**src/rtl/xs3_pkg.sv**
```systemverilog
// Shared excess-3 constants and the scan state encoding for the display controller.
package xs3_pkg;
  localparam logic [3:0] XS3_ZERO = 4'b0011;
  localparam logic [3:0] XS3_MIN  = 4'b0011;
  localparam logic [3:0] XS3_MAX  = 4'b1100;

  typedef enum logic [1:0] {IDLE, BLANK, SHOW} scan_state_t;
endpackage

```
**src/rtl/xs3_dec10.sv**
```systemverilog
// Excess-3 to one-of-ten decoder with active-low outputs; invalid codes leave all lines high.
module xs3_dec10
  import xs3_pkg::*;
(
  input  logic [3:0] code,
  output logic [9:0] seg_n,
  output logic       valid
);

  always_comb begin
    seg_n = '1;
    valid = (code >= XS3_MIN) && (code <= XS3_MAX);
    for (int unsigned i = 0; i < 10; i++) begin
      if (code == XS3_MIN + 4'(i)) seg_n[i] = 1'b0;
    end
  end

endmodule

```
**src/rtl/xs3_scan_display_ctrl.sv**
```systemverilog
// Multiplexed excess-3 display scanner with double-buffered digit bank and frame-aligned commit.
module xs3_scan_display_ctrl
  import xs3_pkg::*;
#(
  parameter int NUM_DIGITS   = 4,
  parameter int DWELL_CYCLES = 1000,
  parameter int BLANK_CYCLES = 16
) (
  input  logic                          clk,
  input  logic                          rst_n,
  input  logic                          enable,
  input  logic                          wr_valid,
  output logic                          wr_ready,
  input  logic [$clog2(NUM_DIGITS)-1:0] wr_addr,
  input  logic [3:0]                    wr_data,
  input  logic                          commit,
  output logic                          commit_done,
  output logic [9:0]                    seg_n,
  output logic [NUM_DIGITS-1:0]         dig_n,
  output logic                          err_flag,
  input  logic                          err_clr
);

  localparam int AW   = $clog2(NUM_DIGITS);
  localparam int MAXC = (DWELL_CYCLES > BLANK_CYCLES) ? DWELL_CYCLES : BLANK_CYCLES;
  localparam int CW   = (MAXC > 1) ? $clog2(MAXC) : 1;

  localparam logic [CW-1:0] DWELL_LAST = CW'(DWELL_CYCLES - 1);
  localparam logic [CW-1:0] BLANK_LAST = CW'(BLANK_CYCLES - 1);
  localparam logic [AW-1:0] CUR_LAST   = AW'(NUM_DIGITS - 1);

  scan_state_t   state, state_next;
  logic [CW-1:0] cnt, cnt_next;
  logic [AW-1:0] cur, cur_next;

  logic [3:0] shadow [NUM_DIGITS];
  logic [3:0] active [NUM_DIGITS];

  logic       commit_pending;
  logic       frame_boundary;
  logic       show_entry;
  logic       wr_fire;
  logic       wr_in_range;
  logic [3:0] cur_code;
  logic [9:0] dec_seg;
  logic       dec_valid;

  assign wr_ready    = !commit_pending;
  assign wr_fire     = wr_valid && wr_ready;
  assign wr_in_range = {1'b0, wr_addr} < (AW + 1)'(NUM_DIGITS);
  assign commit_done = frame_boundary && commit_pending;
  assign cur_code    = active[cur];

  xs3_dec10 u_dec (
    .code  (cur_code),
    .seg_n (dec_seg),
    .valid (dec_valid)
  );

  always_ff @(posedge clk or negedge rst_n) begin
    if (!rst_n) begin
      state <= IDLE;
      cnt   <= '0;
      cur   <= '0;
    end else begin
      state <= state_next;
      cnt   <= cnt_next;
      cur   <= cur_next;
    end
  end

  always_comb begin
    state_next = state;
    cnt_next   = cnt;
    cur_next   = cur;
    show_entry = 1'b0;
    // The wrap from the last digit counts as a frame end even if enable drops in that
    // cycle; the copy is harmless and the following IDLE cycle finds nothing pending.
    frame_boundary = (state == IDLE) ||
                     ((state == SHOW) && (cnt == DWELL_LAST) && (cur == CUR_LAST));
    if (!enable) begin
      state_next = IDLE;
      cnt_next   = '0;
      cur_next   = '0;
    end else begin
      unique case (state)
        IDLE: begin
          state_next = BLANK;
          cnt_next   = '0;
          cur_next   = '0;
        end
        BLANK: begin
          if (cnt == BLANK_LAST) begin
            state_next = SHOW;
            cnt_next   = '0;
            show_entry = 1'b1;
          end else begin
            cnt_next = cnt + 1'b1;
          end
        end
        SHOW: begin
          if (cnt == DWELL_LAST) begin
            state_next = BLANK;
            cnt_next   = '0;
            cur_next   = (cur == CUR_LAST) ? '0 : cur + 1'b1;
          end else begin
            cnt_next = cnt + 1'b1;
          end
        end
        default: begin
          state_next = IDLE;
          cnt_next   = '0;
          cur_next   = '0;
        end
      endcase
    end
  end

  always_ff @(posedge clk or negedge rst_n) begin
    if (!rst_n) begin
      for (int unsigned i = 0; i < NUM_DIGITS; i++) begin
        shadow[i] <= XS3_ZERO;
        active[i] <= XS3_ZERO;
      end
    end else begin
      if (wr_fire && wr_in_range) shadow[wr_addr] <= wr_data;
      if (commit_done) begin
        for (int unsigned i = 0; i < NUM_DIGITS; i++) active[i] <= shadow[i];
      end
    end
  end

  always_ff @(posedge clk or negedge rst_n) begin
    if (!rst_n) begin
      commit_pending <= 1'b0;
      err_flag       <= 1'b0;
      seg_n          <= '1;
      dig_n          <= '1;
    end else begin
      if (commit_done)  commit_pending <= 1'b0;
      else if (commit)  commit_pending <= 1'b1;

      if (show_entry && !dec_valid) err_flag <= 1'b1;
      else if (err_clr)             err_flag <= 1'b0;

      seg_n <= (state == SHOW) ? dec_seg : '1;
      dig_n <= (state == SHOW) ? ~(NUM_DIGITS'(1) << cur) : '1;
    end
  end

endmodule
```
**config.mk**
```make
export PLATFORM = sky130hd
export DESIGN_NAME = xs3_scan_display_ctrl
export DESIGN_NICKNAME = d
export VERILOG_FILES = /design/src/rtl/xs3_pkg.sv /design/src/rtl/xs3_dec10.sv /design/src/rtl/xs3_scan_display_ctrl.sv
export SDC_FILE = /design/constraint.sdc
export NUM_CORES = 1
export LEC_CHECK = 0
export CORE_ASPECT_RATIO = 2
export CORE_MARGIN = 10
export CORE_UTILIZATION = 35
export CTS_CLUSTER_SIZE = 25
export DETAILED_ROUTE_END_ITERATION = 8
export SYNTH_ARGS = -nofsm -noshare
export SYNTH_HDL_FRONTEND = slang
export SYNTH_HIERARCHICAL = 1
export SYNTH_SLANG_ARGS = --single-unit
```
**constraint.sdc**
```tcl
create_clock -name clk -period 2.2 [get_ports clk]
set_clock_uncertainty 0.05 [all_clocks]
set_input_delay 0.44 -clock clk [delete_from_list [all_inputs] [get_ports clk]]
set_output_delay 0.44 -clock clk [all_outputs]
set_load 0.005 [all_outputs]
```
==> results of run 1 <==
==> sequential cells by signal, summed over array words and instances, names as in the netlist <==
name and cells:
active 16, shadow 16, cnt 10, seg_n 10, dig_n 4, cur 2
state 2, commit_pending 1, err_flag 1
==> routing by layer <==
metal	track usage	wire, microns
met2	0.180	3180
met1	0.0928	2070
met5	0	0
met4	0.0657	154
met3	0.0288	207
==> power by group through the flow <==
stage	Sequential (mW)	Clock [mW]	Combinational [mW]
after global placement	1.80	0	1.22
after detailed placement	1.82	0	1.24
after CTS	1.79	1.38	1.26
after global routing	1.84	1.42	1.37
after floorplan	1.74	0	0.968
final	1.79	1.35	1.24
==> cell type report <==
cell class / instances / area share
clock buffers: 11 / 0.0729
clock inverters: 5 / 0.00829
inverters: 8 / 0.00829
multi-input cells: 142 / 0.332
flip-flops and latches: 62 / 0.439
well taps: 96 / 0.0331
repair buffers: 42 / 0.107
==> what timing repair did <==
action                                  CTS  global route
gates resized for setup                   2             5
buffers inserted                          1             2
pin swaps                                 1             1
endpoints found under the setup margin    1             1
==> synth_stat cells, types with 3 or more instances <==
| master | n |
|---|---|
| dfrtp_1 | 32 |
| dfstp_2 | 30 |
| mux2_2 | 24 |
| nand2_1 | 19 |
| nor2_1 | 14 |
| nand2b_1 | 10 |
| ha_1 | 9 |
| nand3_1 | 9 |
| inv_1 | 8 |
| mux2_4 | 8 |
| xnor2_1 | 5 |
| mux2i_1 | 4 |
| mux4_2 | 4 |
| and3_1 | 3 |
| clkbuf_1 | 3 |
| nor3_1 | 3 |
| nor4bb_1 | 3 |
| xor2_1 | 3 |
==> critical path: stages, from the launching register on <==
cell	delay (ns)
dfrtp_1	0.36
ha_2	0.19
nand4b_1	0.17
nor4_4	0.26
o21ai_2	0.08
inv_1	0.06
clkbuf_2	0.11
==> final timing paths <==
kind,slack [ns],end,depth (start not counted)
setup / recovery,0.16,commit_done,6
hold / removal,0.05,cnt[2]$_DFF_PN0_,2
setup reg to reg,0.32,err_flag$_DFFE_PN0P_,5
hold reg to reg,0.45,active[10]$_DFFE_PN0P_,1
max in group asynchronous,1.71,seg_n[6]$_DFF_PN1_,2
min in group clk,0.45,active[10]$_DFFE_PN0P_,1
==> metrics by stage <==
stage / hold WS [ns] / setup slack, ns / total power, mW
floorplan: 0.0944 / 0.280 / 2.71
global placement: 0.393 / 0.115 / 3.02
detailed placement: 0.402 / 0.100 / 3.06
CTS: 0.0691 / 0.000269 / 4.43
global route: 0.0701 / 0.0559 / 4.64
finish: 0.0470 / 0.159 / 4.38
==> logic make-up after synthesis <==
kind of cell               count (synthesis)  synth area share
xor gates and xnor gates                   8            0.0248
adders and majority gates                  9            0.0398
AOI/OAI and AO/OA                          9            0.0243
buffers and inverters                     12            0.0186
DFF                                       62             0.562
and+or+nand+nor                           76             0.146
muxes                                     40             0.184
==> impl_metrics.tcl, run 1 <==
set metrics [dict create \
    status "completed" \
    power.net_switching_mw 1.20 \
    routed_wirelength_microns 5610 \
    grt_max_degree 63 \
    r2r-start "cur[0]$_DFFE_PN0P_" \
    num_antenna_cells 0 \
    leakage_nw 1.52 \
    grt_first_pass_wirelength_microns 9580 \
    clkPwrFrac 0.308 \
    die_x_microns 83.6 \
    required_ns 1.71 \
    io_buffers 28 \
    hold_buffers 0 \
    finalHoldViolations 0 \
    finalSetupTns_ns 0 \
    wl_per_cell_microns 15.3 \
    syn_area_per_cell_sq_um 13.1 \
    clkSinkCount 62 \
    grt_pass1_vias 1927 \
    cts_htree_levels 3 \
    nets 286 \
    p_comb_frac 0.284 \
    final_layout_size_suffix_gt1_frac 0.404 \
    fin_cells 366 \
    crit_start "cnt[0]$_DFF_PN0_" \
    setup_violations 0 \
    final_antenna_net_count 0 \
    multi_input_area_sq_um 1200 \
    die_h_microns 147 \
    viasPerCell 4.75 \
    synth_area_leaders "dfrtp_1, dfstp_2, mux2_2, mux2_4, ha_1" \
    arrival_ns 1.55 \
    path_class "reg -> out" \
    synth_cells 216 \
    gp_congestion 0.801 \
    grt_overflow_total 0 \
    tritoncts "yes" \
    fp-row-count 46 \
    hold_class "in -> async" \
    fill_cells 731 \
    max_slew_margin 0.716 \
    worst_pin_slew_ns 0.425 \
    antenna_found_initial 0 \
    dieArea_sq_um 12300 \
    ys_seq_area_frac 0.562 \
    syn-num-nets 237 \
    async_flop_share 1.00 \
    period_needed_ns 2.04 \
    seq_power_share 0.408 \
    synth-seq-cells 62 \
    clk_latency_ns 0.33 \
    initialDrtViolationCount 86 \
    cts_made_buffers 9 \
    ys_types 39 \
    period_share 0.928 \
    stdcell_area_sq_um 3620 \
    clk_pin_slew_ns 0.05 \
    synth_area_sq_um 2830 \
    timing.fmax_mhz 490 \
    ios 29 \
    finalMaxSlewViolations 0 \
    cp-end-kind "output pin" \
    power.internal_mw 3.18 \
    dr.pass1.iters 4 \
    initial_core_util 0.359 \
    ff_latch_area_sq_um 1590 \
    post-route-util 0.460 \
    final_cell_mix "dfrtp_1, dfstp_2, clkdlybuf4s50_1" \
    area_growth_pct 28.1 \
    coreArea_sq_um 7890 \
    rsz0062_at_grt "false" \
    post-dp-hpwl_microns 4150 \
    clk_path_buf_depth 2 \
    critPathMaxFanout 2 \
    peakVddDrop_uv 799 \
    dp.cells 347 \
    clock-root-buffer "clkbuf_16" \
    switching_share 0.274 \
    post-route-drc-count 0 \
    dpl_cell_area_sq_um 3300 \
    final_common_cell "dfrtp_1" \
    synth.top_cell.area_share 0.283 \
    yosysWarnings 6 \
    setup.worst_path.start_class "flop" \
    netlist.top_cell.by_area "dfrtp_1" \
    synth_ff_type "dfrtp_1" \
    p_per_area_nw_per_um2 1210 \
    max-cap-violations 0 \
    num_vias 1740 \
    synth-edff-count 0 \
    track_usage 0.0990 \
]
Power figures use the tool's default switching activity.
==> run 2, diff against run 1 <==
--- a/config.mk
+++ b/config.mk
@@ -7,2 +7,3 @@
 export LEC_CHECK = 0
+export ABC_AREA = 0
 export CORE_ASPECT_RATIO = 2
@@ -12,2 +13,3 @@
 export DETAILED_ROUTE_END_ITERATION = 8
+export GPL_TIMING_DRIVEN = 0
 export SYNTH_ARGS = -nofsm -noshare
--- a/constraint.sdc
+++ b/constraint.sdc
@@ -4,2 +4,2 @@
 set_output_delay 0.44 -clock clk [all_outputs]
-set_load 0.005 [all_outputs]
+set_load 0.02 [all_outputs]
==> run 2 against run 1 <==
  * The run now ends with negative setup slack left
  * Critical path type unchanged
  * Worst hold slack better by 0.058 ns
  * Fmax is 9.2% lower
  * Sequential share of layout area is 1.3 points lower
  * Flip-flop and latch count stayed put
==> impl_metrics.tcl, run 2 (synthesized netlist as in run 1, its figures left out) <==
set metrics [dict create \
    status "complete, but fails checks" \
    violations "negative setup slack" \
    finalMaxSlewViolations 0 \
    clk_pin_slew_ns 0.05 \
    finalHoldViolations 0 \
    cp-end-kind "output pin" \
    viasPerCell 4.89 \
    power.net_switching_mw 1.28 \
    critPathMaxStageDelay_ns 0.40 \
    crit_start "cnt[0]$_DFF_PN0_" \
    regToRegSetupSlack_ns 0.14 \
    die_x_microns 83.6 \
    final_antenna_net_count 0 \
    critPathSlowestCell "dfrtp_1" \
    track_usage 0.0977 \
    post-route-drc-count 0 \
    rr_worst_depth 8 \
    p_per_area_nw_per_um2 1250 \
    fp-row-count 46 \
    num_antenna_cells 0 \
    num_vias 1820 \
    post-route-util 0.475 \
    setup.worst_path.start_class "flop" \
    coreArea_sq_um 7890 \
    switching_share 0.273 \
    initialDrtViolationCount 95 \
    required_ns 1.71 \
    io_buffers 28 \
    fin_cells 372 \
    die_h_microns 147 \
    clk_path_buf_depth 2 \
    setup_violations 1 \
    seq_power_share 0.383 \
    grt_max_degree 34 \
    worst_pin_slew_ns 1.04 \
    final_layout_size_suffix_gt1_frac 0.424 \
    final_common_cell "dfstp_2" \
    grt_first_pass_wirelength_microns 9380 \
    power.internal_mw 3.40 \
    post-dp-hpwl_microns 4120 \
    ios 29 \
    crit_chain "ha_4, nand4b_1, nor4_4, o21ai_4, buf_12, clkinv_4, buf_6" \
    gp_congestion 0.771 \
    clk_latency_ns 0.33 \
    path_class "reg -> out" \
    dieArea_sq_um 12300 \
    period_needed_ns 2.25 \
    r2r-start "cnt[0]$_DFF_PN0_" \
    nets 292 \
    initial_core_util 0.359 \
    clock-root-buffer "clkbuf_16" \
    final_cell_mix "dfstp_2, dfrtp_1, clkdlybuf4s50_1" \
    cts_made_buffers 9 \
    peakVddDrop_uv 691 \
    grt_pass1_vias 1881 \
    routed_wirelength_microns 5740 \
    arrival_ns 1.76 \
    p_comb_frac 0.316 \
    dr.pass1.iters 4 \
    antenna_found_initial 0 \
    wl_per_cell_microns 15.4 \
    area_growth_pct 32.3 \
    reg_top3 "active x16, shadow x16" \
    dp.cells 341 \
    cts_htree_levels 3 \
    p_total_mw 4.68 \
    hold_class "in -> async" \
    grt_overflow_total 0 \
    max_slew_margin 0.300 \
    tritoncts "yes" \
    rsz0062_at_grt "true" \
    dp_slack_ns -0.635 \
    regToRegEndpoint "active[15]$_DFFE_PN0P_" \
    max-cap-violations 0 \
    critPathMaxFanout 4 \
    clkPwrFrac 0.301 \
    clkSinkCount 62 \
    period_share 1.02 \
    setup_slack_ns -0.0474 \
    timing.fmax_mhz 445 \
    leakage_nw 1.56 \
]
run 2: changes by cell type in the layout (fill, tap and decap cells not counted), sizes merged:
cell / delta
clkinv: -2
clkinvlp: +1
buf: +4
inv: -2
clkbuf: +4
bufinv: +1
run 2: worst max path at each step:
stage                     slack [ns]                     to
after floorplan                 0.22            commit_done
after global placement         -1.28  shadow[6]$_DFFE_PN0P_
after detailed placement       -0.64            commit_done
after CTS                      -0.03            commit_done
after global routing           -0.13            commit_done
final                          -0.05            commit_done
run 2: cell type report:
cell class                 count  area, sq um
fill                         707         4140
sequential                    62         1590
multi-input combinational    142         1250
timing repair buffer          44          409
clock buffer                  13          260
tap                           96          120
clock inverter                 3         42.5
inverter                       8         35.0
buffer                         4         32.5
run 2: per-stage QoR:
stage	hold WS (ns)	TNS (ns)	cell area, sq um
detailed placement	0.426	-3.62	3240
floorplan	0.0944	0	2830
global placement	0.413	-63.27	3230
finish	0.105	-0.0474	3740
global route	0.164	-0.175	3740
CTS	0.122	-0.0282	3680
run 2: critical path, delay by kind of cell (launching register included):
| kind | cells | cell delay (ns) |
|---|---|---|
| adder cells (fa/ha/maj) | 1 | 0.17 |
| flip-flops | 1 | 0.40 |
| AND/OR/NAND/NOR | 2 | 0.48 |
| AO/OA/AOI/OAI | 1 | 0.10 |
| buffers and inverters | 3 | 0.27 |
run 2: power groups by stage:
stage / logic [mW] / clock network (mW) / registers, mW
global route: 1.61 / 1.49 / 1.84
global placement: 1.25 / 0 / 1.80
CTS: 1.38 / 1.44 / 1.79
finish: 1.48 / 1.41 / 1.79
floorplan: 0.993 / 0 / 1.75
detailed placement: 1.29 / 0 / 1.81
run 2: what timing repair did:
| action | 4_1_cts | 5_1_grt |
|---|---|---|
| buffers inserted | 8 | 7 |
| resized for setup | 23 | 3 |
| hold buffers | 0 | 0 |
| cloned | 0 | 0 |
| pin swaps | 4 | 3 |
| endpoints found under the setup margin | 12 | 3 |
run 2: layer usage:
| metal | GRT usage | share of wire | vias up |
|---|---|---|---|
| li1 | - | - | 863 |
| met1 | 0.0825 | 0.35 | 901 |
| met5 | 0 | 0 | - |
| met4 | 0.0699 | 0.035 | 0 |
| met2 | 0.182 | 0.58 | 43 |
| met3 | 0.0332 | 0.043 | 13 |
